$ cat src/rtl/ssd_wta_sel.sv
// Winner-take-all disparity selector: scans DISP_NUM SSD costs per pixel,
// keeps min and second-min, and emits the winning disparity with a uniqueness flag.
module ssd_wta_sel #(
  parameter int SSD_W       = 20,
  parameter int DISP_NUM    = 64,
  parameter int DISP_W      = 6,
  parameter int UNIQ_MARGIN = 16
) (
  input  logic              clk,
  input  logic              rst,
  input  logic              sync_clr,
  input  logic [SSD_W-1:0]  ssd_i,
  input  logic              ssd_ivalid,
  output logic [DISP_W-1:0] disp_o,
  output logic [SSD_W-1:0]  min_ssd_o,
  output logic              unique_o,
  output logic              disp_ovalid
);

  typedef enum logic {IDLE, ACC} state_e;

  localparam logic [DISP_W-1:0] LAST_IDX = DISP_W'(DISP_NUM - 1);
  localparam logic [SSD_W:0]    MARGIN   = (SSD_W + 1)'(UNIQ_MARGIN);

  state_e              state_q, state_d;
  logic [DISP_W-1:0]   cnt_q, cnt_d;
  logic [SSD_W-1:0]    min_q, min_d;
  logic [SSD_W-1:0]    sec_q, sec_d;
  logic [DISP_W-1:0]   idx_q, idx_d;
  logic [DISP_W-1:0]   disp_q, disp_d;
  logic [SSD_W-1:0]    minssd_q, minssd_d;
  logic                uniq_q, uniq_d;
  logic                ovalid_q, ovalid_d;

  logic [SSD_W-1:0]    upd_min, upd_sec;
  logic [DISP_W-1:0]   upd_idx;
  logic [SSD_W:0]      upd_diff;
  logic                is_first;

  // Running min/second-min including the current sample; strict compare keeps the lower index on ties.
  always_comb begin
    upd_min = min_q;
    upd_sec = sec_q;
    upd_idx = idx_q;
    if (ssd_i < min_q) begin
      upd_sec = min_q;
      upd_min = ssd_i;
      upd_idx = cnt_q;
    end else if (ssd_i < sec_q) begin
      upd_sec = ssd_i;
    end
    upd_diff = {1'b0, upd_sec} - {1'b0, upd_min};
  end

  // A sample arriving with sync_clr starts a fresh pixel, even if it would have been the last one.
  always_comb begin
    state_d  = state_q;
    cnt_d    = cnt_q;
    min_d    = min_q;
    sec_d    = sec_q;
    idx_d    = idx_q;
    disp_d   = disp_q;
    minssd_d = minssd_q;
    uniq_d   = uniq_q;
    ovalid_d = 1'b0;
    is_first = sync_clr || (state_q == IDLE);

    if (ssd_ivalid) begin
      if (is_first) begin
        state_d = ACC;
        cnt_d   = DISP_W'(1);
        min_d   = ssd_i;
        sec_d   = '1;
        idx_d   = '0;
      end else begin
        min_d = upd_min;
        sec_d = upd_sec;
        idx_d = upd_idx;
        if (cnt_q == LAST_IDX) begin
          state_d  = IDLE;
          cnt_d    = '0;
          disp_d   = upd_idx;
          minssd_d = upd_min;
          uniq_d   = (upd_diff >= MARGIN);
          ovalid_d = 1'b1;
        end else begin
          cnt_d = cnt_q + DISP_W'(1);
        end
      end
    end else if (sync_clr) begin
      state_d = IDLE;
      cnt_d   = '0;
    end
  end

  always_ff @(posedge clk) begin
    if (rst) begin
      state_q  <= IDLE;
      cnt_q    <= '0;
      min_q    <= '0;
      sec_q    <= '1;
      idx_q    <= '0;
      disp_q   <= '0;
      minssd_q <= '0;
      uniq_q   <= 1'b0;
      ovalid_q <= 1'b0;
    end else begin
      state_q  <= state_d;
      cnt_q    <= cnt_d;
      min_q    <= min_d;
      sec_q    <= sec_d;
      idx_q    <= idx_d;
      disp_q   <= disp_d;
      minssd_q <= minssd_d;
      uniq_q   <= uniq_d;
      ovalid_q <= ovalid_d;
    end
  end

  assign disp_o      = disp_q;
  assign min_ssd_o   = minssd_q;
  assign unique_o    = uniq_q;
  assign disp_ovalid = ovalid_q;

endmodule
$ cat config.mk
export PLATFORM = sky130hd
export DESIGN_NAME = ssd_wta_sel
export DESIGN_NICKNAME = d
export VERILOG_FILES = /design/src/rtl/ssd_wta_sel.sv
export SDC_FILE = /design/constraint.sdc
export NUM_CORES = 1
export LEC_CHECK = 0
export ABC_AREA = 1
export CAP_MARGIN = 10
export CELL_PAD_IN_SITES_DETAIL_PLACEMENT = 2
export CELL_PAD_IN_SITES_GLOBAL_PLACEMENT = 2
export CORE_MARGIN = 3
export CORE_UTILIZATION = 31
export CTS_CLUSTER_SIZE = 16
export DETAILED_ROUTE_END_ITERATION = 6
export HOLD_SLACK_MARGIN = 0.06
export PLACE_DENSITY = 0.78
export RECOVER_POWER = 50
export SYNTH_ARGS = -nofsm -noshare
export SYNTH_HDL_FRONTEND = slang
export SYNTH_SLANG_ARGS = --single-unit
$ cat constraint.sdc
create_clock -name clk -period 3.9 [get_ports clk]
set_input_delay 0.39 -clock clk [delete_from_list [all_inputs] [get_ports clk]]
set_output_delay 0.39 -clock clk [all_outputs]
set_load 0.02 [all_outputs]
======== Word-level counts from Yosys, hierarchy flattened ========
Cells that the tools add are included.
W data, S select, Z words.
storage, ports and cells
  output and inout bits ................... 28
  bits in latches ......................... 0
  memories kept ........................... 0
  RAM bits ................................ 0
  bits of input ports ..................... 24
  logic and storage cells ................. 40
  flip-flop bits (word level) ............. 81
  memory bits (read-only) ................. 0
operators by class
  $add $sub $neg .......................... 2
  mux-type cells .......................... 16
  equality and inequality tests ........... 2
  multipliers ............................. 0
  shifts and indexed selects .............. 0
  divide/modulo/power cells ............... 0
  bitwise operators ....................... 3
  $lt $le $gt $ge ......................... 3
  reductions and logical operators ........ 5
operator list
  operator               count
  $mux W20               5
  $lt A20 B20 Y1         2
  $mux W6                6
  $ge A21 B5 Y1 const B  1
  $sub A20 B20 Y21       1
  $add A6 B1 Y6 const B  1
  $eq A6 B6 Y1 const B   1
  $mux W1                5
  $ne A3 B1 Y1 const B   1
  $not A1 Y1             3
  $reduce_and A3 Y1      1
  $reduce_or A3 Y1       1
  $reduce_and A2 Y1      1
  $reduce_bool A2 Y1     1
  $logic_or A1 B1 Y1     1

======== Depth between registers and ports, before layout ========
  word-level depth ........................ 5
  depth in mapped cells ................... 29
  depth with buffers taken out ............ 28

======== Worst setup path before layout ========
OpenSTA, ideal clock, no wires.
  path type ............................... input-to-reg
  start point ............................. input port ssd_i[19]
  end point ............................... register uniq_q, in the netlist unique_o
  path slack .............................. 828 ps
  stages .................................. 26
  arrival time ............................ 2964 ps
  required time ........................... 3791 ps
  path through ............................ ha_1 -> nand2_1 -> inv_1 -> nand3_2 -> or2_0 -> clkinv_1 -> nand4_2 -> buf_6 -> buf_8 -> nand4_1 -> nand2_1 -> ha_1 -> nand2_1 -> nand2_1 -> nand2_1 -> nand2_1 -> nand2_1 -> nand2_1 -> nand2_1 -> nand2_1 -> nor2_1 -> nand3_1 -> nor2_1 -> nand4_1 -> nand2_1 -> inv_1
on the way
  cells in the longest elaborated chain, start to end .. 5
  elaborated cells between the ends (all ways) .. 7
  those cells by class .................... add/sub: 1; order compare: 3; mux: 3
ends and longest elaborated chain
  what                  RTL line  text
  from (decl)           12        input logic [SSD_W-1:0] ssd_i,
  $lt A20 B20 Y1        49        end else if (ssd_i < sec_q) begin
  $mux W20              49
  $mux W20              45        if (ssd_i < min_q) begin
  $sub A20 B20 Y21 *    52        upd_diff = {1'b0, upd_sec} - {1'b0, upd_min};
  $ge A21 B5 Y1 *       84        uniq_d = (upd_diff >= MARGIN);
  to (signal assigned)  115       uniq_q <= uniq_d;
  to (decl)             32        logic uniq_q, uniq_d;
Mark *: on every way between the ends. The rest lies on a longest branch, timed or not.
A chain may end at the register's enable or synchronous reset.

======== Worst setup path in the final report ========
  start point ............................. register min_q[15]
  end point ............................... register uniq_q, in the netlist unique_o
on the way
  cells in the longest elaborated chain, start to end .. 4
  elaborated cells between the ends (all ways) .. 5
  those cells by class .................... add/sub: 1; order compare: 2; mux: 2
ends and longest elaborated chain
  what                    RTL line  text
  from (decl)             27        logic [SSD_W-1:0] min_q, min_d;
  from (signal assigned)  110       min_q <= min_d;
  $lt A20 B20 Y1          45
  $mux W20                45
  via upd_min[0]          35        logic [SSD_W-1:0] upd_min, upd_sec;
  $sub A20 B20 Y21        52
  $ge A21 B5 Y1           84
The timed path passes the listed nets, and every way through them passes these cells.

==> flow_summary_export.csv <==
group,metric,value,unit
timing,fin_setup_tns,-0.2254,ns
yosys,syn_nets,1156,
yosys,synth-seq-cells,81,
cells_and_area,final_cells,1514,
floorplanning,fp.coreArea,21090,um^2
cells_and_area,area_growth,43.59,%
power,p_sw,1849,uW
cts,clk_pin_slew_worst_paths,0.08,ns
cts,cts_hold_buf,0,
floorplanning,rows,53,
drt,via_count,8997,
power,ir_drop,254.1,uV
worst_setup_path,cp.arrival,4.40,ns
cells_and_area,n_antenna_cell,0,
worst_setup_path,worstPathBufferInverterCount,7,
cts,htree_levels,3,
yosys,netlist_instances,1073,
power,clkPwrFrac,0.260,
timing,max_clock_freq,0.2424,GHz
floorplanning,ios,52,
cells_and_area,fillers,2462,
drt,drt-total-wl,44090,um
placed_design,dp_slack,-0.5741,ns
outcome,failed_checks,"capacitance limit, slew limit, setup timing",
worst_setup_path,cp.depth,27,
drt,initialDrtViolationCount,969,
worst_setup_path,cp_slowest_cell,"dfxtp_1",
power,seq_power_share,0.210,
placed_design,place.gp.congestion,0.8444,
placed_design,dp.cells,1492,
yosys,synthesis.area,6683,um^2
power,internal_power,2269,uW
cells_and_area,final_cell_mix,"314 x nand2_1, 156 x inv_1, 125 x buf_4",
placed_design,dp_hpwl,23370,um
outcome,status,"finished, violations left",
cts,cts_tree,"yes",
timing,slew_headroom,-0.3074,
floorplanning,floorplan.die.height,152.8,um
floorplanning,initial_core_util,0.3169,
worst_setup_path,path_common_cell,"nand2_1",
worst_setup_path,max_stage_delay,0.39,ns
cts,insertion_delay,0.39,ns
worst_setup_path,crit_path_end,"unique_o",
global_route,antenna_found_initial,0,
worst_setup_path,end_kind,"flip-flop",
timing,finClkSkew,0.01983,ns
timing,worstMarginPinSlew,1.961,ns
power,p_sw_frac,0.4489,
drt,wl_per_cell,29.12,um
worst_setup_path,setup.worst_path.start_class,"flip-flop",
drt,remaining_drc_errors,0,
yosys,synth_edf_count,0,
worst_setup_path,r2r_start,"min_q[15]",
worst_setup_path,crit_required,4.18,ns
cells_and_area,layout-drive-gt1-share,0.2446,
global_route,grt_pass1_wl,55750,um
yosys,ys_seq_area_frac,0.2427,
worst_setup_path,cp_top_family,"simple AND/OR/NAND/NOR gates",
global_route,grt_pass1_vias,9350,
worst_setup_path,reg2reg_to,"unique_o",
timing,drv_slew,53,
cells_and_area,multiInputGateArea,4788,um^2
power,power_leakage,0.004918,uW
global_route,gr-total-overflow,0,
drt,detail-route-antenna-nets,0,
power,power.total,4118,uW
placed_design,port_buffers,51,
worst_setup_path,path_class,"reg -> reg",
job,cap_violations,2,
yosys,ys_types,37,
power,p_comb_frac,0.530,
worst_setup_path,cp-startpoint,"min_q[15]",
worst_setup_path,rrSetupSlack,-0.23,ns
timing,period_needed,4.125,ns
worst_setup_path,reg2reg_depth,27,
floorplanning,dieWidth,152.8,um
cts,cts_root_buf,"clkbuf_16",
timing,period_share,1.058,
yosys,synth_flop_cell,"dfxtp_1",
yosys,syn_area_per_cell,6.228,um^2
cts,clock-sinks,81,
cells_and_area,final_common_cell,"nand2_1",
cts,cts_buffer_depth,2,
floorplanning,dieArea,23350,um^2
cells_and_area,seq_area,1624,um^2
timing,finalSetupViolCount,1,
drt,vias_per_cell,5.943,
yosys,async_flop_share,0,
yosys,ys_warn_count,0,
timing,setup_ws,-0.2254,ns
worst_setup_path,worstPathMaxFanout,10,
global_route,grt_max_degree,49,
power,p_per_area,429.1,nW/um^2
timing,hold_violations,0,
cells_and_area,final_nets,1317,
drt,drt_pre_antenna_iters,5,
global_route,track_usage,0.3048,
hold_path,worstHoldPathType,"reg -> reg",
cts,cts_buffers,9,
==> routing by layer <==
| metal | share of wire | GRT usage | up-vias |
|---|---|---|---|
| met3 | 0.066 | 0.05719 | 189 |
| met4 | 0.059 | 0.1218 | 0 |
| met2 | 0.48 | 0.5319 | 500 |
| met1 | 0.40 | 0.3699 | 4489 |
| met5 | 0 | 0 | - |
| li1 | - | - | 3819 |
==> what timing repair did <==
item / 4_1_cts / 5_1_grt
gates cloned: 1 / 2
endpoints found under the setup margin: 1 / 1
setup buffers: 0 / 3
pin swaps: 3 / 24
gates resized for setup: 21 / 132
==> worst min-delay path: stages, from the launching register on <==
cell and delay, ns:
dfxtp_1 0.32, nand2_1 0.06, a21oi_1 0.05
==> how the worst min path moves through the flow <==
stage / cells past startpoint / startpoint / to / slack [ns]
floorplan: 2 / cnt_q[5] / cnt_q[5] / 0.44
global placement: 2 / cnt_q[5] / cnt_q[5] / 0.45
detailed placement: 2 / cnt_q[5] / cnt_q[5] / 0.46
CTS: 2 / cnt_q[5] / cnt_q[5] / 0.47
global route: 2 / idx_q[0] / idx_q[0] / 0.51
finish: 2 / idx_q[1] / idx_q[1] / 0.47
==> power by group through the flow <==
stage	clock [uW]	combinational, uW	sequential [uW]
after floorplan	0	871	875
after global placement	0	1520	877
after detailed placement	0	1630	879
after CTS	1050	1740	862
after global routing	1100	2300	866
final	1070	2180	865
==> area by class of cell <==
class,count,share of cell area
clock buffers,9,0.02347
clock inverters,7,0.01134
inverters,163,0.06402
multi-input cells,780,0.4990
flip-flops and latches,81,0.1693
well taps,275,0.03586
repair buffers,199,0.1970
==> through the flow <==
step / utilization / area (um^2) / hold slack [ns]
global placement: 0.4025 / 8488 / 0.4548
detailed placement: 0.4025 / 8488 / 0.4620
floorplan: - / 6683 / 0.4438
finish: 0.4550 / 9595 / 0.4722
CTS: 0.4236 / 8934 / 0.4734
global route: 0.4550 / 9595 / 0.5123
==> sequential cells by signal, summed over array words and instances, names as in the netlist, 6 cells and up <==
| name | cells |
|---|---|
| min_q | 20 |
| cnt_q | 6 |
| min_ssd_o | 20 |
| sec_q | 20 |
| idx_q | 6 |
| disp_o | 6 |
==> kinds of logic (layout without fill, tap and decap cells) <==
group,after synthesis,after routing,synth area share
flip-flops,81,81,0.2427
AO/OA/AOI/OAI,128,128,0.1034
buffers and inverters,212,378,0.1369
XOR/XNOR,1,1,0.001311
adder cells (fa/ha/maj),59,59,0.1105
AND/OR/NAND/NOR,592,592,0.4054
==> synthesized netlist by cell type, types with 2 or more instances <==
master,instances,area (um^2)
nand2_1,355,1333
inv_1,160,600.6
nand3_1,114,570.6
dfxtp_1,81,1622
a21oi_1,66,330.3
ha_1,59,738.2
nand4_1,41,256.5
nor2_1,39,146.4
o22ai_1,20,125.1
o21ai_0,19,95.09
buf_2,17,85.08
clkbuf_1,16,60.06
nand3_2,14,140.1
o21ai_1,13,65.06
nand4_2,12,150.1
nand3b_1,7,52.55
buf_4,6,45.04
buf_6,6,67.56
o21bai_1,4,30.03
nor4_1,3,18.77
clkbuf_2,2,10.01
inv_2,2,7.510
nor2_2,2,12.51
nor3_1,2,10.01
No activity file was read; power rests on OpenSTA's default activity.
